`src/rtl/pipe_stage_reg.sv`:
```
// Reusable pipeline stage register with valid/ready handshake, optional 2-entry
// skid buffer, synchronous flush and bubble insertion with zeroed control.
module pipe_stage_reg #(
  parameter int unsigned CTRL_W  = 12,
  parameter int unsigned DATA_W  = 64 + 64 + 64 + 64 + 15,
  parameter bit          SKID_EN = 1'b1
) (
  input  logic              clk,
  input  logic              reset,
  input  logic              flush,
  input  logic              in_valid,
  output logic              in_ready,
  input  logic [CTRL_W-1:0] in_ctrl,
  input  logic [DATA_W-1:0] in_data,
  output logic              out_valid,
  input  logic              out_ready,
  output logic [CTRL_W-1:0] out_ctrl,
  output logic [DATA_W-1:0] out_data,
  output logic [1:0]        occupancy
);

  logic              main_v_q, main_v_d;
  logic [CTRL_W-1:0] main_ctrl_q, main_ctrl_d;
  logic [DATA_W-1:0] main_data_q, main_data_d;
  logic              skid_v_q, skid_v_d;
  logic [CTRL_W-1:0] skid_ctrl_q, skid_ctrl_d;
  logic [DATA_W-1:0] skid_data_q, skid_data_d;
  logic              accept;
  logic              consume;

  always_comb begin
    // With the skid present, in_ready comes only from flops to cut the ready chain.
    if (SKID_EN) in_ready = reset & ~skid_v_q;
    else         in_ready = reset & (~main_v_q | out_ready);
  end

  assign accept    = in_valid & in_ready;
  assign consume   = main_v_q & out_ready;
  assign out_valid = main_v_q;
  assign out_ctrl  = main_v_q ? main_ctrl_q : '0;
  assign out_data  = main_data_q;
  assign occupancy = 2'(main_v_q) + 2'(skid_v_q);

  always_comb begin
    main_v_d    = main_v_q;
    main_ctrl_d = main_ctrl_q;
    main_data_d = main_data_q;
    skid_v_d    = skid_v_q;
    skid_ctrl_d = skid_ctrl_q;
    skid_data_d = skid_data_q;

    if (!main_v_q || consume) begin
      if (skid_v_q) begin
        main_v_d    = 1'b1;
        main_ctrl_d = skid_ctrl_q;
        main_data_d = skid_data_q;
        skid_v_d    = accept;
        if (accept) begin
          skid_ctrl_d = in_ctrl;
          skid_data_d = in_data;
        end
      end else if (accept) begin
        main_v_d    = 1'b1;
        main_ctrl_d = in_ctrl;
        main_data_d = in_data;
      end else begin
        main_v_d = 1'b0;
      end
    end else if (accept && SKID_EN) begin
      skid_v_d    = 1'b1;
      skid_ctrl_d = in_ctrl;
      skid_data_d = in_data;
    end

    // Flush squashes everything, including a same-cycle accept; data is left as-is.
    if (flush) begin
      main_v_d    = 1'b0;
      skid_v_d    = 1'b0;
      main_ctrl_d = '0;
      skid_ctrl_d = '0;
      main_data_d = main_data_q;
      skid_data_d = skid_data_q;
    end
  end

  always_ff @(posedge clk) begin
    if (!reset) begin
      main_v_q    <= 1'b0;
      main_ctrl_q <= '0;
      main_data_q <= '0;
      skid_v_q    <= 1'b0;
      skid_ctrl_q <= '0;
      skid_data_q <= '0;
    end else begin
      main_v_q    <= main_v_d;
      main_ctrl_q <= main_ctrl_d;
      main_data_q <= main_data_d;
      skid_v_q    <= skid_v_d;
      skid_ctrl_q <= skid_ctrl_d;
      skid_data_q <= skid_data_d;
    end
  end

endmodule

```
`config.mk`:
```
export PLATFORM = sky130hd
export DESIGN_NAME = pipe_stage_reg
export DESIGN_NICKNAME = d
export VERILOG_FILES = /design/src/rtl/pipe_stage_reg.sv
export SDC_FILE = /design/constraint.sdc
export NUM_CORES = 1
export LEC_CHECK = 0
export BUFFER_PORTS_ARGS = -buffer_cell sky130_fd_sc_hd__buf_4
export CELL_PAD_IN_SITES_DETAIL_PLACEMENT = 0
export CELL_PAD_IN_SITES_GLOBAL_PLACEMENT = 1
export CORE_UTILIZATION = 44
export CTS_BUF_LIST = sky130_fd_sc_hd__clkbuf_16
export DETAILED_ROUTE_END_ITERATION = 6
export GPL_ROUTABILITY_DRIVEN = 0
export MAX_ROUTING_LAYER = met4
export PLACE_DENSITY = 0.89
export SLEW_MARGIN = 40
export SYNTH_ARGS = -nofsm -noshare
export SYNTH_HDL_FRONTEND = slang
export SYNTH_SLANG_ARGS = --single-unit
export TNS_END_PERCENT = 5
```
`constraint.sdc`:
```
create_clock -name clk -period 4.5 [get_ports clk]
set_clock_uncertainty 0.1 [all_clocks]
set_input_delay 0.45 -clock clk [delete_from_list [all_inputs] [get_ports clk]]
set_output_delay 0.45 -clock clk [all_outputs]
set_load 0.01 [all_outputs]
```
==> results.txt <==
----------------------------------------------------
[Die]
  Height of the die ... 245 µm
  Initial Utilization ... 44.8%
  Number of rows created at floorplan ... 88
  Ports placed on the boundary ... 575
  Die footprint ... 59900 µm²
  Floorplan die width ... 245 µm
  Core Region ... approximately 58000 µm²

[Timing]
  Rel. slew slack ... 38.2%
  Unrepaired setup endpoints after global routing ... false
  Setup violation total in the final timing report ... 0
  Pins Over Slew Limit ... 0
  Final total negative setup slack ... 0 ps
  Achievable Freq ... approximately 0.32 GHz
  Fraction of the cycle the final worst path needs ... 69.2%
  Slew of the pin with the lowest slew margin ... 927 ps
  Worst Hold Margin ... roughly 44 ps
  Shortest clock period the worst path allows after layout ... 3120 ps
  Final hold vios ... 0

[GRT]
  Via count of the first global-routing pass ... ~23000
  First-pass GRT wire length ... 120000 µm
  Total grt overflow ... 0
  Overall global routing resource usage ... 25.0%
  Largest net degree at the start of global routing ... between 100 and 150
  Number of antenna violations at the first check in global routing ... 8

[CTS]
  Number of buffers added by the clock tree synthesis step ... 59
  Clock Tree Buf Depth ... 3
  Clock latency of the later-clocked register in the worst-skew pair ... around 620 ps
  Count of clock tree sinks ... 568
  H-tree Lvls ... 2
  Clk Tree Root Cell ... clkbuf_16
  Clock tree from TritonCTS ... done
  Clock-pin transition on the worst setup and hold timing paths ... 60 ps

[Synth]
  Syn Std Cell Area ... 25900 µm²
  Distinct cell type count of the synthesized netlist ... 32
  Most used flip-flop cell after synthesis ... dfxtp_1
  Yosys synthesis warning count ... 0
  Number of standard cells after synthesis ... 2819
  Share of synthesized registers carrying an async set or reset ... 0%
  Post-Syn Nets ... 3108
  Synth Area per Inst ... 9.19 µm²
  Post-synthesis sequential area ratio ... 43.9%
  Post-synth EDFFs ... 0
  Synthesis-stage register bit count ... 568

[Drt]
  Routed wirelength normalized by instance count ... 17.5 µm
  Number of detailed-route iterations in the first pass ... 5
  Via count ... 22700
  Number of violations reported at the end of detailed-routing iteration 0 ... 1161
  Number of routed nets with antenna violations ... 0
  Drt drc ... 0
  Final WL ... 75800 µm
  Via-to-Cell Ratio ... ~5.2

[Pwr]
  VDD IR max ... 0.278 mV
  Standby leakage power ... 15.4 nW
  Power per Cell Area ... 315 nW/µm²
  Total Power Consumption ... 0.0110 W

[Worst hold path]
  Kind of path behind the tightest hold check ... input port to flop

[Critical path]
  Crit. End Element ... flop
  FF-to-FF setup slack ... 1380 ps
  Maximum net fanout on the critical path ... 70
  Timing startpoint of the critical path ... out_valid
  Type of the worst setup path ... flop to flop
  Depth of the worst register-to-register path ... 5
  End point of the critical path ... out_data[194]
  Crit Reg-Reg Startpoint ... out_valid
  Arrival time at the worst endpoint ... 3540 ps
  Nature of the critical path startpoint ... flop
  Reg-to-Reg End ... out_data[194]
  Required time of the worst setup path ... 4920 ps

[Layout]
  Net total in the final layout ... 3813
  Number of filler cells placed in the layout ... just under 5000
  Synthesis-to-finish area growth ... 34.3%
  Final core area utilization ... 60.1%
  Share of post-route cells with drive strength above 1 ... 32.2%
  Final std cells w/o fill ... 4342

[Place]
  HPWL reported at the end of detailed placement ... 48100 µm
  Count of input and output buffers ... 574
  Number of placed instances with taps included ... ~3900

[Status]
  Status ... completed

[Flow run]
  Max Cap Viol ... 0

----------------------------------------------------
cell families after synthesis:
group,share of synthesized area (%)
simple gates,18.0
fa+ha+maj,0.0483
compound gates,8.95
mux,22.7
flops,43.9
buf+inv,6.39
synth_stat cells, types with 12 or more instances:
| library cell | n | area (µm²) |
|---|---|---|
| a211oi_1 | 12 | 90.1 |
| a21oi_1 | 25 | 125 |
| buf_12 | 21 | 420 |
| buf_2 | 82 | 410 |
| buf_4 | 20 | 150 |
| buf_6 | 22 | 248 |
| clkbuf_1 | 98 | 368 |
| dfxtp_1 | 568 | 11400 |
| mux2_2 | 271 | 3050 |
| mux2i_1 | 283 | 2830 |
| nand2_1 | 814 | 3060 |
| nand3_1 | 259 | 1300 |
| nand3b_1 | 12 | 90.1 |
| nand4_1 | 13 | 81.3 |
| o21ai_0 | 79 | 395 |
| o21ai_1 | 23 | 115 |
| o21ai_2 | 181 | 1590 |
layout make-up:
cell class                      count  area [µm²]  share of cell area, %
Clock buffer                       59        1480                   4.24
Antenna cell                        9        22.5                 0.0647
Tap cell                          765         957                   2.75
Sequential cell                   568       11400                   32.7
Timing Repair Buffer              899        7800                   22.4
Inverter                            1        3.75                 0.0108
Multi-Input combinational cell   1995       12900                   37.1
Clock inverter                     46         250                  0.719
layer usage:
layer | GRT usage (%) | vias to the layer above | part of all wire, %
met5 | - | - | 0
li1 | - | 11000 | -
met1 | 29.5 | 10800 | 41
met2 | 41.6 | 674 | 49
met3 | 4.97 | 168 | 6.0
met4 | 9.93 | 0 | 3.8
state kept, by name, indices dropped and copies added (netlist names):
name         cells
out_data       271
skid_data_q    271
main_ctrl_q     12
skid_ctrl_q     12
out_valid        1
skid_v_q         1
stage by stage:
stage	setup WS, ps	instance area [µm²]
2_1_floorplan	2660	25900
3_3_place_gp	1610	30000
3_5_place_dp	1470	30200
4_1_cts	1350	34800
5_1_grt	1190	34800
6_report	1380	34800
placed cells by master, fill, tap and decap left out, drive strengths merged, types with 2 or more instances in the layout:
cell and count:
nand2 814, buf 619, dfxtp 568, mux2i 283, o21ai 283, dlygate4sd3 280
mux2 271, nand3 259, clkbuf 59, a21oi 25, inv 24, clkinv 21
nand4 13, and2 13, a211oi 12, nand3b 12, diode 9, bufinv 2
nor3 2, nor2 2
worst max-delay path: stages (launching register included):
cell,delay [ps]
dfxtp_1,590
nand2b_1,430
nand3_4,570
buf_12,460
buf_16,420
mux2i_1,260
what timing repair did:
action | CTS | global route
endpoints found under the hold margin | 280 | 0
gates resized for setup | 0 | 0
hold buffers | 280 | 0
buffers inserted | 0 | 0
worst min-delay path by stage:
stage	startpoint	endpoint	slack [ps]	cells after the start
floorplan	skid_data_q[0]	skid_data_q[0]	320	2
global placement	skid_data_q[19]	skid_data_q[19]	330	2
detailed placement	skid_data_q[1]	skid_data_q[1]	340	2
CTS	in_ctrl[10]	skid_ctrl_q[10]	3	3
global route	in_ctrl[1]	skid_ctrl_q[1]	20	3
finish	in_ctrl[10]	skid_ctrl_q[10]	40	3
where the power goes:
group          switching, W  internal [W]  total, W
Sequential        0.0000680       0.00514   0.00521
Clock               0.00202       0.00247   0.00449
Combinational      0.000597      0.000684   0.00128
Total               0.00269       0.00829    0.0110
No activity file was read; power rests on OpenSTA's default activity.
